[src/rtl/alu_issue_stage.sv]
// ID/EX issue stage: captures decoded instructions, forwards operands and presents
// registered operands to the ALU through a 2-entry skid buffer. Forwarding network is
// compiled in only when BUTTERFLY_FWD_EN is defined.
module alu_issue_stage #(
  parameter int XLEN       = 32,
  parameter int REG_ADDR_W = 5,
  parameter int ALU_OP_W   = 4
) (
  input  logic                  clk_i,
  input  logic                  rst_i,
  input  logic                  flush_i,
  input  logic                  id_valid_i,
  output logic                  id_ready_o,
  input  logic [XLEN-1:0]       id_pc_i,
  input  logic [XLEN-1:0]       id_rs1_data_i,
  input  logic [XLEN-1:0]       id_rs2_data_i,
  input  logic [XLEN-1:0]       id_imm_i,
  input  logic [REG_ADDR_W-1:0] id_rs1_addr_i,
  input  logic [REG_ADDR_W-1:0] id_rs2_addr_i,
  input  logic [REG_ADDR_W-1:0] id_rd_addr_i,
  input  logic                  id_rd_we_i,
  input  logic [ALU_OP_W-1:0]   id_alu_op_i,
  input  logic                  id_op_a_sel_i,
  input  logic                  id_op_b_sel_i,
  input  logic                  fwd_exmem_we_i,
  input  logic [REG_ADDR_W-1:0] fwd_exmem_rd_i,
  input  logic [XLEN-1:0]       fwd_exmem_data_i,
  input  logic                  fwd_memwb_we_i,
  input  logic [REG_ADDR_W-1:0] fwd_memwb_rd_i,
  input  logic [XLEN-1:0]       fwd_memwb_data_i,
  output logic                  ex_valid_o,
  input  logic                  ex_ready_i,
  output logic [XLEN-1:0]       ex_operand_a_o,
  output logic [XLEN-1:0]       ex_operand_b_o,
  output logic [ALU_OP_W-1:0]   ex_alu_op_o,
  output logic [XLEN-1:0]       ex_rs2_data_o,
  output logic [XLEN-1:0]       ex_pc_o,
  output logic [REG_ADDR_W-1:0] ex_rd_addr_o,
  output logic                  ex_rd_we_o,
  output logic [1:0]            dbg_state_o
);

  typedef enum logic [1:0] {
    S_EMPTY = 2'd0,
    S_ONE   = 2'd1,
    S_TWO   = 2'd2
  } state_t;

  typedef struct packed {
    logic [XLEN-1:0]       op_a;
    logic [XLEN-1:0]       op_b;
    logic [XLEN-1:0]       rs2;
    logic [XLEN-1:0]       pc;
    logic [ALU_OP_W-1:0]   alu_op;
    logic [REG_ADDR_W-1:0] rd;
    logic                  rd_we;
  } entry_t;

  state_t          state;
  entry_t          main_q;
  entry_t          skid_q;
  entry_t          in_entry;
  logic            accept;
  logic            consume;
  logic [XLEN-1:0] fwd_rs1;
  logic [XLEN-1:0] fwd_rs2;

  // Handshake: valid never waits on ready, ready never depends on ex_ready_i.
  // Accept = id_valid_i & id_ready_o; consume = ex_valid_o & ex_ready_i.
  assign id_ready_o  = (state != S_TWO);
  assign ex_valid_o  = (state != S_EMPTY);
  assign accept      = id_valid_i & id_ready_o;
  assign consume     = ex_valid_o & ex_ready_i;
  assign dbg_state_o = state;

`ifdef BUTTERFLY_FWD_EN
  // EX/MEM is the younger result, so it wins over MEM/WB; x0 is hardwired zero.
  function automatic logic [XLEN-1:0] fwd_pick(
    input logic [REG_ADDR_W-1:0] addr,
    input logic [XLEN-1:0]       rf_data,
    input logic                  exmem_we,
    input logic [REG_ADDR_W-1:0] exmem_rd,
    input logic [XLEN-1:0]       exmem_data,
    input logic                  memwb_we,
    input logic [REG_ADDR_W-1:0] memwb_rd,
    input logic [XLEN-1:0]       memwb_data
  );
    logic [XLEN-1:0] res;
    res = rf_data;
    if (addr != '0) begin
      if (exmem_we && (exmem_rd == addr)) begin
        res = exmem_data;
      end else if (memwb_we && (memwb_rd == addr)) begin
        res = memwb_data;
      end
    end
    return res;
  endfunction

  always_comb begin
    fwd_rs1 = fwd_pick(id_rs1_addr_i, id_rs1_data_i,
                       fwd_exmem_we_i, fwd_exmem_rd_i, fwd_exmem_data_i,
                       fwd_memwb_we_i, fwd_memwb_rd_i, fwd_memwb_data_i);
    fwd_rs2 = fwd_pick(id_rs2_addr_i, id_rs2_data_i,
                       fwd_exmem_we_i, fwd_exmem_rd_i, fwd_exmem_data_i,
                       fwd_memwb_we_i, fwd_memwb_rd_i, fwd_memwb_data_i);
  end
`else
  // Hazards are stalled upstream; bypass inputs and register indices are not needed.
  logic unused_fwd;
  assign unused_fwd = ^{fwd_exmem_we_i, fwd_exmem_rd_i, fwd_exmem_data_i,
                        fwd_memwb_we_i, fwd_memwb_rd_i, fwd_memwb_data_i,
                        id_rs1_addr_i, id_rs2_addr_i};

  always_comb begin
    fwd_rs1 = id_rs1_data_i;
    fwd_rs2 = id_rs2_data_i;
  end
`endif

  always_comb begin
    in_entry        = '0;
    in_entry.op_a   = id_op_a_sel_i ? id_pc_i  : fwd_rs1;
    in_entry.op_b   = id_op_b_sel_i ? id_imm_i : fwd_rs2;
    in_entry.rs2    = fwd_rs2;
    in_entry.pc     = id_pc_i;
    in_entry.alu_op = id_alu_op_i;
    in_entry.rd     = id_rd_addr_i;
    in_entry.rd_we  = id_rd_we_i;
  end

  // Main register drives EX; skid only fills when main is held and a new one arrives.
  always_ff @(posedge clk_i) begin
    if (rst_i) begin
      state  <= S_EMPTY;
      main_q <= '0;
      skid_q <= '0;
    end else if (flush_i) begin
      state <= S_EMPTY;
    end else begin
      case (state)
        S_EMPTY: begin
          if (accept) begin
            main_q <= in_entry;
            state  <= S_ONE;
          end
        end
        S_ONE: begin
          if (accept && consume) begin
            main_q <= in_entry;
          end else if (accept) begin
            skid_q <= in_entry;
            state  <= S_TWO;
          end else if (consume) begin
            state <= S_EMPTY;
          end
        end
        S_TWO: begin
          if (consume) begin
            main_q <= skid_q;
            state  <= S_ONE;
          end
        end
        default: state <= S_EMPTY;
      endcase
    end
  end

  assign ex_operand_a_o = main_q.op_a;
  assign ex_operand_b_o = main_q.op_b;
  assign ex_alu_op_o    = main_q.alu_op;
  assign ex_rs2_data_o  = main_q.rs2;
  assign ex_pc_o        = main_q.pc;
  assign ex_rd_addr_o   = main_q.rd;
  assign ex_rd_we_o     = main_q.rd_we;

endmodule

[config.mk]
export PLATFORM = sky130hd
export DESIGN_NAME = alu_issue_stage
export DESIGN_NICKNAME = d
export VERILOG_FILES = /design/src/rtl/alu_issue_stage.sv
export SDC_FILE = /design/constraint.sdc
export NUM_CORES = 1
export LEC_CHECK = 0
export BUFFER_PORTS_ARGS = -buffer_cell sky130_fd_sc_hd__buf_2
export CAP_MARGIN = 20
export CORE_MARGIN = 2
export CORE_UTILIZATION = 35
export CTS_BUF_LIST = sky130_fd_sc_hd__clkbuf_16
export CTS_CLUSTER_DIAMETER = 50
export DETAILED_ROUTE_END_ITERATION = 7
export GPL_TIMING_DRIVEN = 0
export MAX_ROUTING_LAYER = met4
export PLACE_DENSITY = 0.66
export SLEW_MARGIN = 20
export SYNTH_ARGS = -nofsm -noshare
export SYNTH_HDL_FRONTEND = slang
export SYNTH_SLANG_ARGS = --single-unit
[constraint.sdc]
create_clock -name clk_i -period 2.2 [get_ports clk_i]
set_clock_uncertainty 0.15 [all_clocks]
set_input_delay 0.44 -clock clk_i [delete_from_list [all_inputs] [get_ports clk_i]]
set_output_delay 0.44 -clock clk_i [all_outputs]
set_load 0.01 [all_outputs]
After elaboration in Yosys (flattened, before gate mapping) --
Cells that the tools add are included.
Storage, ports and cells: flip-flop bits (word level) 278, input port bits 231
Cells by class: muxes and demuxes 12, reduce and logical (&&, ||, !) cells 8, bitwise gates (word level) 4, equal/unequal tests 8
Operator list (count):
- 138-bit 2-to-1 mux | 3
- 138-bit one-hot mux with 3 select lines | 1
- 32-bit 2-to-1 mux | 2
- 2-bit 2-to-1 mux | 5
- 2-bit != test, second input constant | 5
- 4-bit AND reduction | 2
- 2-bit one-hot mux with 3 select lines | 1
- 5-bit AND reduction | 1
- 3-bit != test, second input constant | 1
- 3-bit nonzero test | 1
- 1-bit bitwise AND | 2
- 2-bit by 1-bit == test with 1-bit output, second input constant | 1
- 2-bit == test, second input constant | 1
- 2-bit zero test | 1
- 1-bit inverter | 2
- 2-bit nonzero test | 1
- 2-bit OR reduction | 1
- 1-bit logical AND | 1

Depth between registers and ports, before layout --
depth in word-level cells 6, depth in mapped cells 7, mapped depth without buffers 4

Worst setup path after synthesis --
OpenSTA, ideal clock, no wires.
path kind input port to flip-flop, start point input port flush_i, end point register main_q (netlist bit ex_alu_op_o[3]), arrival 1.558 ns, library setup time 0.101 ns, required time 1.949 ns, path buffers 4, stages 6, path slack 0.391 ns, cells stage by stage buf_4 -> buf_2 -> clkbuf_1 -> clkbuf_1 -> o21ai_1 -> o41ai_1
Between the ends: cells in the longest elaborated chain, start to end 2
RTL lines:
- start: declaration | line 11 | input logic flush_i,
- 1-bit inverter (no source line)
- 5-bit AND reduction (no source line)
- end signal: assignment | line 144 | main_q <= in_entry;
- end signal: assignment | line 150 | main_q <= in_entry;
- end signal: assignment | line 160 | main_q <= skid_q;
- end: declaration | line 60 | entry_t main_q;
No other way between the ends. A chain may end at the register's enable or synchronous reset.

Worst setup path in the final report --
start point register state[0] (netlist: dbg_state_o[0]), end point output port id_ready_o
Between the ends: cells in the longest elaborated chain, start to end 1
RTL lines:
- start: declaration | line 59 | state_t state;
- start signal: assignment | line 135 | state <= S_EMPTY;
- start signal: assignment | line 139 | state <= S_EMPTY;
- start signal: assignment | line 145 | state <= S_ONE;
- 2-bit != test | line 70 | assign id_ready_o = (state != S_TWO);
- end: declaration | line 13 | output logic id_ready_o,
No other way between the ends.

==> results.toml <==
[critical_path]
r2r-end = "ex_operand_b_o[15]$_SDFFE_PP0P_"
reg2reg_setup_slack_ps = 120
reg2reg_from = "dbg_state_o[0]$_SDFFE_PP0P_"
reg2regPathDepth = 7
critPathArrivalTime_ps = 1530
crit_path_start_kind = "register"
crit_fanout = 11
crit_type = "register to primary output"
cp-end-kind = "primary output"
critPathRequiredTime_ps = 1610

[detailed_routing]
post_drt_wl_per_cell_um = 20.1
vias_per_cell = 5.28
drc = 0
drt_iter0_drc = 644
wl_um = 47300
via_count = 12400
dr.pass1.iters = 5
antenna_left = 0

[flow_run]
maxCapViolations = 0

[die]
die_h_um = 200
core-area_mm2 = 0.0378
fp.dieW_um = 200
start_util_pct = 35.5
pin_count = 373
num_rows = 71
die_area_mm2 = 0.0399

[timing]
fmaxAchievable_ghz = 0.471
period_minus_slack_ps = 2120
fin_tns_setup_ps = 0
hold_viol = 0
setup_viol = 0
worst_hold_slack_ps = 27.2
maxSlewViolCount = 0
relSlewSlack_pct = 38.6
fin_ws_ps = 75.1
timing.final.crit_share_pct = 96.6
rsz0062_at_grt = "false"
worstMarginPinSlew_ps = 922

[layout]
fillers = 3621
drive_gt1_share_pct = 27.8
multi_input_area_mm2 = 0.00712
area_growth_pct = 30.8
nNetsFinal = 2043
num_antenna_cells = 0
ff_latch_area_mm2 = 0.00557

[hold_path]
min-delay-start = "id_pc_i[5]"
min_path_cells = 3
hold_class = "input port to register"
min_to = "skid_q[15]$_SDFFE_PP0P_"

[global_routing]
grt_pass1_wl_um = 70800
overflow = 0
grt.total_usage_pct = 24.0
grt_antenna_before_repair = 0
grt_pass1_vias = 12200
grt_max_degree = 13

[yosys]
synth-seq-cells = 278
synth_area_per_cell_um2 = 9.45
ys_types = 29
ys.warnings.count = 0
synth_nets = 1652
synthCells = 1421
syn_area_mm2 = 0.0134
ys_seq_area_share_pct = 41.5

[placement]
hpwlAfterDp_um = 34200
io_buffers = 282
gp_congestion = 0.868
dp_slack_ps = -665

[clock_tree]
cts_buffers = 38
cts_root_buf = "clkbuf_16"
cts_sinks = 278
clk_pin_slew_ps = 60
h-tree-depth = 2
cts_tree = "built"
cts_buffer_depth = 3
clkLatencyLatePin_ps = 540

[power]
peakVddDrop_uv = 531
p_total_w = 0.0133
power_leakage_nw = 8.32
p_per_area_mw_per_mm2 = 759

[status]
outcome = "complete, no violations"
## cells in the mapped netlist
master       n  area [µm²]
or3_1        1        6.26
nor3_1       1        5.00
clkbuf_1    81         304
a21oi_1     75         375
o22a_1       1        8.76
buf_1        4        15.0
and3b_1      1        8.76
mux2i_1    138        1380
a2111oi_2    4        60.1
a211oi_1    64         480
nand2_1    150         563
nor2_1     128         480
o41ai_1      8        70.1
o41ai_2     66        1070
a2111oi_0   50         438
dfxtp_1    278        5570
o21ai_1     16        80.1
nand2b_1     3        18.8
buf_4       21         158
or2_2        1        6.26
o21ba_1     64         641
a2111oi_1   11         110
nor2b_1     75         469
o21a_1      65         488
o21ai_0     58         290
buf_6        5        56.3
nor3_2       1        10.0
a21oi_2      1        8.76
buf_2       50         250
## kinds of logic (layout without fill, tap and decap cells)
| group | after synthesis | after routing | synth area share [%] |
|---|---|---|---|
| buffers and inverters | 161 | 578 | 5.84 |
| muxes | 138 | 138 | 10.3 |
| and+or+nand+nor | 361 | 361 | 11.7 |
| AOI/OAI and AO/OA | 483 | 483 | 30.7 |
| DFF | 278 | 278 | 41.5 |
## placed cells by master (no fill, tap or decap), types with 15 or more instances in the layout
master and n:
nor2b_1 74, o21ai_0 58, mux2i_1 137, clkbuf_1 71, o21ai_1 16, a211oi_1 64, a21oi_1 75, o21ba_1 64
o21a_1 65, o41ai_2 66, clkbuf_16 38, dlygate4sd3_1 65, a2111oi_1 15, buf_2 329, a2111oi_0 43, nor2_1 128
nand2_1 150, buf_4 27, dfxtp_1 276
## through the flow
stage          util, %  std cells  cell area, µm²
3_3_place_gp      41.0       2214           15500
2_1_floorplan        -       1421           13400
5_1_grt           46.5       2349           17600
6_report          46.5       2349           17600
3_5_place_dp      41.0       2214           15500
4_1_cts           46.4       2348           17500
## cell type report
class	count	share of cell area, %
multi-input combinational	982	40.6
tap	511	3.64
timing repair buffer	352	12.0
sequential	278	31.7
clock buffer	38	5.42
buffer	160	4.65
clock inverter	28	1.99
## worst max path at each step
stage / startpoint / slack (ps) / cells past startpoint / endpoint
floorplan: flush_i / 390 / 6 / ex_alu_op_o[3]$_SDFFE_PP0P_
detailed placement: rst_i / -670 / 5 / skid_q[56]$_SDFFE_PP0P_
global placement: rst_i / -1000 / 5 / skid_q[53]$_SDFFE_PP0P_
CTS: dbg_state_o[0]$_SDFFE_PP0P_ / -150 / 6 / id_ready_o
global route: rst_i / 3 / 5 / skid_q[56]$_SDFFE_PP0P_
finish: dbg_state_o[0]$_SDFFE_PP0P_ / 80 / 5 / id_ready_o
## power by group
| part | total, W | leakage (nW) | switching (W) | internal, W |
|---|---|---|---|---|
| Sequential | 0.00530 | 2.26 | 0.0000940 | 0.00520 |
| Combinational | 0.00161 | 5.42 | 0.000959 | 0.000649 |
| Clock | 0.00642 | 0.641 | 0.00242 | 0.00400 |
| Total | 0.0133 | 8.32 | 0.00347 | 0.00985 |
## critical path: stages (launching register included)
cell and delay, ps:
dfxtp_4 360, nand2b_4 140, buf_6 120, buf_12 110, buf_12 140, buf_6 120
## layer usage
layer / track usage, % / up-vias / share of wire (%) / wire length [µm]
li1: - / 5950 / - / -
met1: 30.4 / 5952 / 45 / 21300
met2: 38.5 / 416 / 46 / 21800
met3: 4.47 / 88 / 5.9 / 2790
met4: 8.29 / 0 / 3.0 / 1420
met5: - / - / 0 / 0
## what timing repair did
item                                   4_1_cts  5_1_grt
gates resized for setup                     20       23
buffers inserted                             3        2
hold buffers                                65        0
setup endpoints to repair                  195       76
endpoints found under the hold margin       65        0
## sequential cells by signal, indices dropped and copies added (netlist names)
name / cells
ex_rd_addr_o: 5
ex_rd_we_o: 1
ex_operand_a_o: 32
ex_alu_op_o: 4
ex_rs2_data_o: 32
ex_operand_b_o: 32
dbg_state_o: 2
ex_pc_o: 32
skid_q: 138
Power figures use the tool's default switching activity.
